[config.mk]
export PLATFORM = sky130hd
export DESIGN_NAME = aes_req_arbiter
export DESIGN_NICKNAME = d
export VERILOG_FILES = /design/src/rtl/aes_req_arbiter.sv
export SDC_FILE = /design/constraint.sdc
export NUM_CORES = 1
export LEC_CHECK = 0
export CORE_AREA = 2 2 404 406
export DETAILED_ROUTE_END_ITERATION = 10
export DIE_AREA = 0 0 406 408
export DONT_BUFFER_PORTS = 1
export PLACE_DENSITY = 0.3
export SETUP_SLACK_MARGIN = 0.3
export SYNTH_ARGS = -nofsm -noshare
export SYNTH_HDL_FRONTEND = slang
export SYNTH_SLANG_ARGS = --single-unit
[constraint.sdc]
create_clock -name clk -period 5 [get_ports clk]
set_input_delay 1 -clock clk [delete_from_list [all_inputs] [get_ports clk]]
set_output_delay 1 -clock clk [all_outputs]
set_load 0.005 [all_outputs]
[src/rtl/aes_req_arbiter.sv]
// Two-requester round-robin front end for an iterative AES core: grants a job, loads key,
// starts the core, waits CORE_LATENCY cycles and returns the ciphertext. Define AES_ARB_KEY_CACHE_EN to skip reloading a repeated key.
module aes_req_arbiter #(
  parameter int CORE_LATENCY = 11
) (
  input  logic         clk,
  input  logic         reset_n,
  input  logic [1:0]   req_valid,
  output logic [1:0]   req_ready,
  input  logic [127:0] req0_pt,
  input  logic [127:0] req1_pt,
  input  logic [127:0] req0_key,
  input  logic [127:0] req1_key,
  output logic [1:0]   resp_valid,
  input  logic [1:0]   resp_ready,
  output logic [127:0] resp_ct,
  output logic [127:0] core_plain_text,
  output logic [127:0] core_key_in,
  output logic         core_set_new_key,
  output logic         core_start,
  output logic         core_restart,
  input  logic [127:0] core_cipher_text,
  output logic         busy
);

  localparam int CNT_W = (CORE_LATENCY > 1) ? $clog2(CORE_LATENCY) : 1;

  typedef enum logic [2:0] {IDLE, LOAD_KEY, START, WAIT, RESP} state_t;

  state_t             state;
  logic               grant;
  logic               last_grant;
  logic [CNT_W-1:0]   wait_cnt;
  logic               grant_idx;
  logic [127:0]       sel_key;

  // NOTE: every always_comb output gets a default first so no path leaves it unassigned (no latch).
  always_comb begin
    grant_idx = req_valid[1];
    if (req_valid == 2'b11) grant_idx = ~last_grant;
    sel_key = grant_idx ? req1_key : req0_key;
  end

`ifdef AES_ARB_KEY_CACHE_EN
  logic         cache_valid;
  logic [127:0] cached_key;
  logic         cache_hit;

  assign cache_hit = cache_valid && (sel_key == cached_key);

  // NOTE: the key store carries no reset; cache_valid gates every use of it.
  always_ff @(posedge clk) begin
    if (state == LOAD_KEY) cached_key <= core_key_in;
  end
`endif

  always_ff @(posedge clk) begin
    if (!reset_n) begin
      state            <= IDLE;
      grant            <= 1'b0;
      last_grant       <= 1'b1;
      wait_cnt         <= '0;
      req_ready        <= '0;
      resp_valid       <= '0;
      resp_ct          <= '0;
      core_plain_text  <= '0;
      core_key_in      <= '0;
      core_set_new_key <= 1'b0;
      core_start       <= 1'b0;
`ifdef AES_ARB_KEY_CACHE_EN
      cache_valid      <= 1'b0;
`endif
    end else begin
      // NOTE: pulses default low with non-blocking assignments; a later assignment in the case wins.
      req_ready        <= '0;
      core_set_new_key <= 1'b0;
      core_start       <= 1'b0;
      case (state)
        IDLE: begin
          if (|req_valid) begin
            grant           <= grant_idx;
            last_grant      <= grant_idx;
            req_ready       <= grant_idx ? 2'b10 : 2'b01;
            core_plain_text <= grant_idx ? req1_pt : req0_pt;
            core_key_in     <= sel_key;
`ifdef AES_ARB_KEY_CACHE_EN
            if (cache_hit) begin
              state      <= START;
              core_start <= 1'b1;
            end else begin
              state            <= LOAD_KEY;
              core_set_new_key <= 1'b1;
            end
`else
            state            <= LOAD_KEY;
            core_set_new_key <= 1'b1;
`endif
          end
        end
        LOAD_KEY: begin
          state      <= START;
          core_start <= 1'b1;
`ifdef AES_ARB_KEY_CACHE_EN
          cache_valid <= 1'b1;
`endif
        end
        START: begin
          wait_cnt <= CNT_W'(CORE_LATENCY - 1);
          state    <= WAIT;
        end
        WAIT: begin
          if (wait_cnt == '0) begin
            resp_ct    <= core_cipher_text;
            resp_valid <= grant ? 2'b10 : 2'b01;
            state      <= RESP;
          end else begin
            wait_cnt <= wait_cnt - 1'b1;
          end
        end
        RESP: begin
          // Only the granted requester's ready completes the handshake.
          if (resp_ready[grant]) begin
            resp_valid <= '0;
            state      <= IDLE;
          end
        end
        default: state <= IDLE;
      endcase
    end
  end

  assign busy         = (state != IDLE);
  assign core_restart = 1'b0;

endmodule

==> results of run 1 <==
-- how the worst max path moves through the flow --
stage	endpoint	slack [ps]	cells past startpoint
floorplan	core_plain_text[76]	2920	5
global placement	core_plain_text[10]	1840	6
detailed placement	core_plain_text[26]	1850	6
CTS	core_plain_text[26]	2130	6
global route	core_plain_text[76]	1990	6
finish	core_plain_text[0]	2140	5
-- metrics by stage --
step / setup WS (ps) / instance area, µm² / hold slack [ps] / utilization, %
after CTS: 2130 / 20600 / 386 / 12.7
after floorplan: 2920 / 16800 / 456 / -
after global placement: 1840 / 19000 / 483 / 11.7
final: 2140 / 20600 / 463 / 12.7
after detailed placement: 1850 / 19000 / 485 / 11.7
after global routing: 1990 / 20600 / 404 / 12.7
-- cell type report --
type | instances | area (µm²) | area share, %
sequential | 399 | 7990 | 38.8
multi-input combinational | 1463 | 7760 | 37.7
tap | 2175 | 2720 | 13.2
clock buffer | 77 | 1550 | 7.52
timing repair buffer | 37 | 465 | 2.26
clock inverter | 8 | 67.6 | 0.328
antenna | 10 | 25.0 | 0.121
inverter | 4 | 22.5 | 0.109
-- sequential cells by signal, indices dropped and copies added, names as in the netlist --
signal and cells:
core_key_in 128, core_plain_text 128, resp_ct 128, wait_cnt 4, state 3, req_ready 2
resp_valid 2, core_set_new_key 1, core_start 1, grant 1, last_grant 1
-- logic make-up after synthesis --
family                   synth area share [%]
AO/OA/AOI/OAI                            29.4
adder cells (fa/ha/maj)                0.0743
buffers and inverters                    6.63
flip-flops                               47.5
multiplexers                           0.0595
other                                  0.0223
AND/OR/NAND/NOR                          16.4
-- worst reg2reg max path: stages (launching register included) --
cell	delay, ps
dfxtp_1	410
nor3_4	330
inv_2	170
nor2_4	870
buf_12	480
a311oi_1	440
-- Yosys cell counts (2+ instances only) --
library cell,instances
buf_2,123
buf_1,5
nor3_1,2
buf_4,6
o31ai_1,2
nor2_1,4
nand2b_1,2
inv_1,2
dfxtp_1,399
nor2b_1,2
inv_2,2
clkbuf_1,111
and3_1,2
nand3_1,130
o21ai_0,131
a311oi_1,256
o22ai_1,2
nand2_1,518
a21oi_1,390
-- routing by layer --
metal  vias to the layer above  share of wire (%)  GRT usage [%]  wire length [µm]
met5                         -              0.026              0                27
met4                         6                2.6           3.24              2690
met3                       146                9.6           4.18              9960
met2                       797                 48           19.3             49600
met1                      8168                 40           14.1             41500
li1                       7344                  -              -                 -
-- where the power goes --
part / internal (mW) / total [mW] / switching (mW)
Sequential: 3.57 / 4.01 / 0.440
Clock: 2.12 / 3.69 / 1.57
Combinational: 0.490 / 1.65 / 1.16
Total: 6.18 / 9.34 / 3.17
==> flow_metrics.py, run 1 <==
metrics = {
    "worst_setup_path": {
        "crit_required_ps": 5470,
        "cp_top_family": "simple AND/OR/NAND/NOR gates",
        "r2r_slack_ps": 2140,
        "rr_worst_depth": 5,
        "crit_path_start": "state[0]",
        "slowest_stage": "nor2_4",
        "worstPathCellList": "nor3_4, inv_2, nor2_4, buf_12, a311oi_1",
        "critPathKind": "reg2reg",
        "worstReg2RegStart": "state[0]",
        "r2r-end": "core_plain_text[0]",
        "max_stage_delay_ps": 870,
        "critPathMaxFanout": 106,
        "end_kind": "flop",
        "critPathArrivalTime_ps": 3330,
        "crit_path_start_kind": "flop",
        "critPathBufInv": 2,
    },
    "power": {
        "p_leak_nw": 6.47,
        "ir_worst_vdd_mv": 0.206,
        "p_per_area_nw_per_um2": 454,
        "finalPower_mw": 9.34,
    },
    "drt": {
        "drt_wl_total_mm": 104,
        "drtIter0Drc": 1457,
        "vias": 16500,
        "wl_per_cell_um": 24.9,
        "ant_nets": 0,
        "drc": 0,
        "drt-vias-per-instance": 3.94,
        "firstDrtPassIters": 5,
    },
    "timing": {
        "layout_min_cycle_time_ps": 2860,
        "tns_ps": 0,
        "max_freq_ghz": 0.349,
        "slew_viol_final": 0,
        "tightest_slew_ps": 1160,
        "slew_headroom_pct": 22.7,
        "hold_viol": 0,
        "setup_viol": 0,
        "rsz0062_at_grt": "no",
        "fin_crit_sh_pct": 57.3,
        "clock_skew_ps": 27.4,
    },
    "logic_synthesis": {
        "synth_flop_cell": "dfxtp_1",
        "synthArstFlopShare_pct": 0,
        "synth_edf_count": 0,
        "netlist_area_um2": 16800,
        "avgSynthCellArea_um2": 7.97,
        "ys_types": 42,
        "synth_seq_area_share_pct": 47.5,
        "yosys.area.top_type": "dfxtp_1",
        "yosysTopAreaCellShare_pct": 47.5,
        "syn_nets": 2759,
        "ys_ff_latch": 399,
        "yosysWarnings": 0,
        "yosys-top-cells-area": "dfxtp_1, a311oi_1, a21oi_1",
        "synth_cells": 2112,
    },
    "floorplanning": {
        "initial_core_util_pct": 10.4,
        "die_width_um": 406,
        "die_area_um2": 166000,
        "core_um2": 162000,
        "io_pins": 1038,
        "rows": 148,
        "die_h_um": 408,
    },
    "grt": {
        "grt-ovfl-total": 0,
        "grt.total_usage_pct": 11.7,
        "grt_pass1_vias": 15800,
        "grt_antenna_before_repair": 28,
        "grt_max_degree": 133,
        "grt_pass1_wl_mm": 138,
    },
    "worst_hold_path": {
        "hold_path_class": "in2reg",
        "worstHoldEndpoint": "last_grant",
        "holdCritStartpoint": "reset_n",
        "holdPathStages": 1,
    },
    "clock_tree": {
        "cts_sinks": 399,
        "cts_tree": "built",
        "ctsHtreeMaxLevel": 2,
        "clock-root-buffer": "clkbuf_16",
        "cts_buffer_depth": 3,
        "clk_pin_slew_ps": 60,
        "hold_buffers": 0,
        "clock_latency_ps": 650,
        "cts-resized-gates": 0,
        "post_cts_buffers": 0,
        "cts_made_buffers": 54,
    },
    "layout": {
        "fillers": 18700,
        "layout_commonest_cell": "nand2_1",
        "drive_gt1_share_pct": 6.04,
        "final_cells": 4173,
        "num-nets-final": 2606,
        "mostFrequentLayoutCells": "nand2_1, dfxtp_1, a21oi_1",
        "areaGrowthSynthToFinish_pct": 22.4,
    },
    "placed_design": {
        "post-dp-hpwl_mm": 76.8,
        "gp_congestion": 0.876,
        "io_buffers": 0,
        "placed_cells_incl_taps": 4078,
    },
    "run_status": {
        "status": "finished clean",
    },
    "run": {
        "drv_cap": 0,
    },
}
Note: power is estimated with default switching activity, not from simulation.
==> run 2: changes to the inputs <==
==> constraint.sdc (replaced) <==
create_clock -name clk -period 2.4 [get_ports clk]
set_input_delay 0.48 -clock clk [delete_from_list [all_inputs] [get_ports clk]]
set_output_delay 0.48 -clock clk [all_outputs]
set_load 0.005 [all_outputs]
==> flow_metrics.py, run 2 (same netlist as run 1, synthesis figures left out) <==
metrics = {
    "floorplanning": {
        "initial_core_util_pct": 10.4,
        "rows": 148,
        "die_area_um2": 166000,
        "io_pins": 1038,
        "die_h_um": 408,
        "core_um2": 162000,
        "die_width_um": 406,
    },
    "drt": {
        "firstDrtPassIters": 5,
        "wl_per_cell_um": 22.7,
        "drt-vias-per-instance": 3.94,
        "drtIter0Drc": 1454,
        "drt_wl_total_mm": 108,
        "wl_met2_mm": 52.4,
        "route.layer.met1.wl_mm": 44.2,
        "ant_nets": 0,
        "drc": 0,
        "vias": 18800,
        "highest_layer": "met5",
        "route.met3.wl_mm": 9.41,
    },
    "clock_tree": {
        "clk_pin_slew_ps": 60,
        "cts_tree": "built",
        "clock_latency_ps": 640,
        "cts_buffer_depth": 3,
        "cts_sinks": 399,
        "cts_made_buffers": 54,
        "clock-root-buffer": "clkbuf_16",
        "ctsHtreeMaxLevel": 2,
        "post_cts_buffers": 0,
    },
    "run_status": {
        "status": "finished clean",
    },
    "grt": {
        "grt.total_usage_pct": 12.2,
        "grt-ovfl-total": 0,
        "grt_pass1_wl_mm": 147,
        "grt_antenna_before_repair": 22,
        "grt_pass1_vias": 18900,
        "grt_max_degree": 107,
    },
    "worst_setup_path": {
        "critPathArrivalTime_ps": 2440,
        "crit_path_start": "state[1]",
        "crit_end": "core_key_in[120]",
        "r2r_slack_ps": 430,
        "crit_required_ps": 2870,
        "rr_worst_depth": 5,
        "critPathMaxFanout": 106,
        "worstReg2RegStart": "state[1]",
        "end_kind": "flop",
        "crit_path_start_kind": "flop",
        "r2r-end": "core_key_in[120]",
        "critPathKind": "reg2reg",
    },
    "power": {
        "p_per_area_nw_per_um2": 810,
        "finalPower_mw": 21.7,
        "p_leak_nw": 9.17,
        "ir_worst_vdd_mv": 0.432,
    },
    "timing": {
        "hold_ws_ps": 59.6,
        "tightest_slew_ps": 819,
        "setup_viol": 0,
        "tns_ps": 0,
        "hold_viol": 0,
        "layout_min_cycle_time_ps": 1970,
        "rsz0062_at_grt": "no",
        "max_freq_ghz": 0.507,
        "clock_skew_ps": 19.2,
        "fin_crit_sh_pct": 82.1,
        "slew_viol_final": 0,
        "finalWorstSetupSlack_ps": 429,
        "slew_headroom_pct": 45.4,
    },
    "layout": {
        "drive_gt1_share_pct": 7.21,
        "areaGrowthSynthToFinish_pct": 59.6,
        "final_cells": 4764,
        "final_cell_area_um2": 26900,
        "mostFrequentLayoutCells": "dlygate4sd3_1, nand2_1, dfxtp_1",
        "num-nets-final": 3185,
        "top_regs": "core_key_in x128, core_plain_text x128, resp_ct x128",
        "layout_commonest_cell": "dlygate4sd3_1",
        "utilization_pct": 16.6,
    },
    "worst_hold_path": {
        "hold_path_class": "in2reg",
    },
    "placed_design": {
        "post-dp-hpwl_mm": 80.2,
        "dp_slack_ps": 387,
        "gp_congestion": 0.871,
        "placed_area_um2": 19600,
        "placed_cells_incl_taps": 4130,
        "io_buffers": 0,
    },
    "run": {
        "drv_cap": 0,
    },
}
run 2: changes by cell type in the layout (fill, tap and decap cells not counted), moves of 3 or more:
cell | before | now
buf_4 | 22 | 51
clkbuf_8 | 9 | 13
inv_6 | 0 | 3
bufinv_16 | 0 | 8
dlygate4sd3_1 | 0 | 526
buf_12 | 15 | 37
run 2: final cells by class:
type	count	area (µm²)
Sequential cell	399	7990
Fill cell	18300	135000
Antenna cell	9	22.5
Timing Repair Buffer	616	6440
Multi-Input combinational cell	1463	7760
Clock inverter	18	320
Tap cell	2175	2720
Inverter	4	22.5
Clock buffer	80	1580
run 2: per-layer routing:
metal | up-vias | track usage [%]
met5 | - | 0
met4 | 4 | 2.87
met3 | 106 | 3.72
met2 | 900 | 20.6
met1 | 9246 | 14.9
li1 | 8517 | -
run 2: worst min-delay path by stage:
stage               cells past startpoint  slack (ps)           from             endpoint
finish                                  2          60   req0_key[91]      core_key_in[91]
CTS                                     2         0.6    req1_pt[60]  core_plain_text[60]
global placement                        2         480    resp_ct[20]          resp_ct[20]
floorplan                               1         460    wait_cnt[1]          wait_cnt[1]
detailed placement                      2         490    resp_ct[50]          resp_ct[50]
global route                            2          10  req1_key[122]     core_key_in[122]
run 2: power breakdown:
part	internal [mW]	switching [mW]
logic	1.82	2.76
clock network	5.39	3.44
registers	7.43	0.911
total	14.6	7.11
run 2: repair_timing:
| action | in CTS | in global routing |
|---|---|---|
| gates resized for setup | 0 | 1 |
| endpoints found under the hold margin | 374 | 0 |
| hold buffers | 526 | 0 |
| endpoints found under the setup margin | 0 | 1 |
run 2: worst max-delay path, stage by stage (launching register included):
cell,delay [ps]
dfxtp_1,410
nor3_4,220
inv_2,150
nor2_4,180
buf_12,330
a311oi_1,200
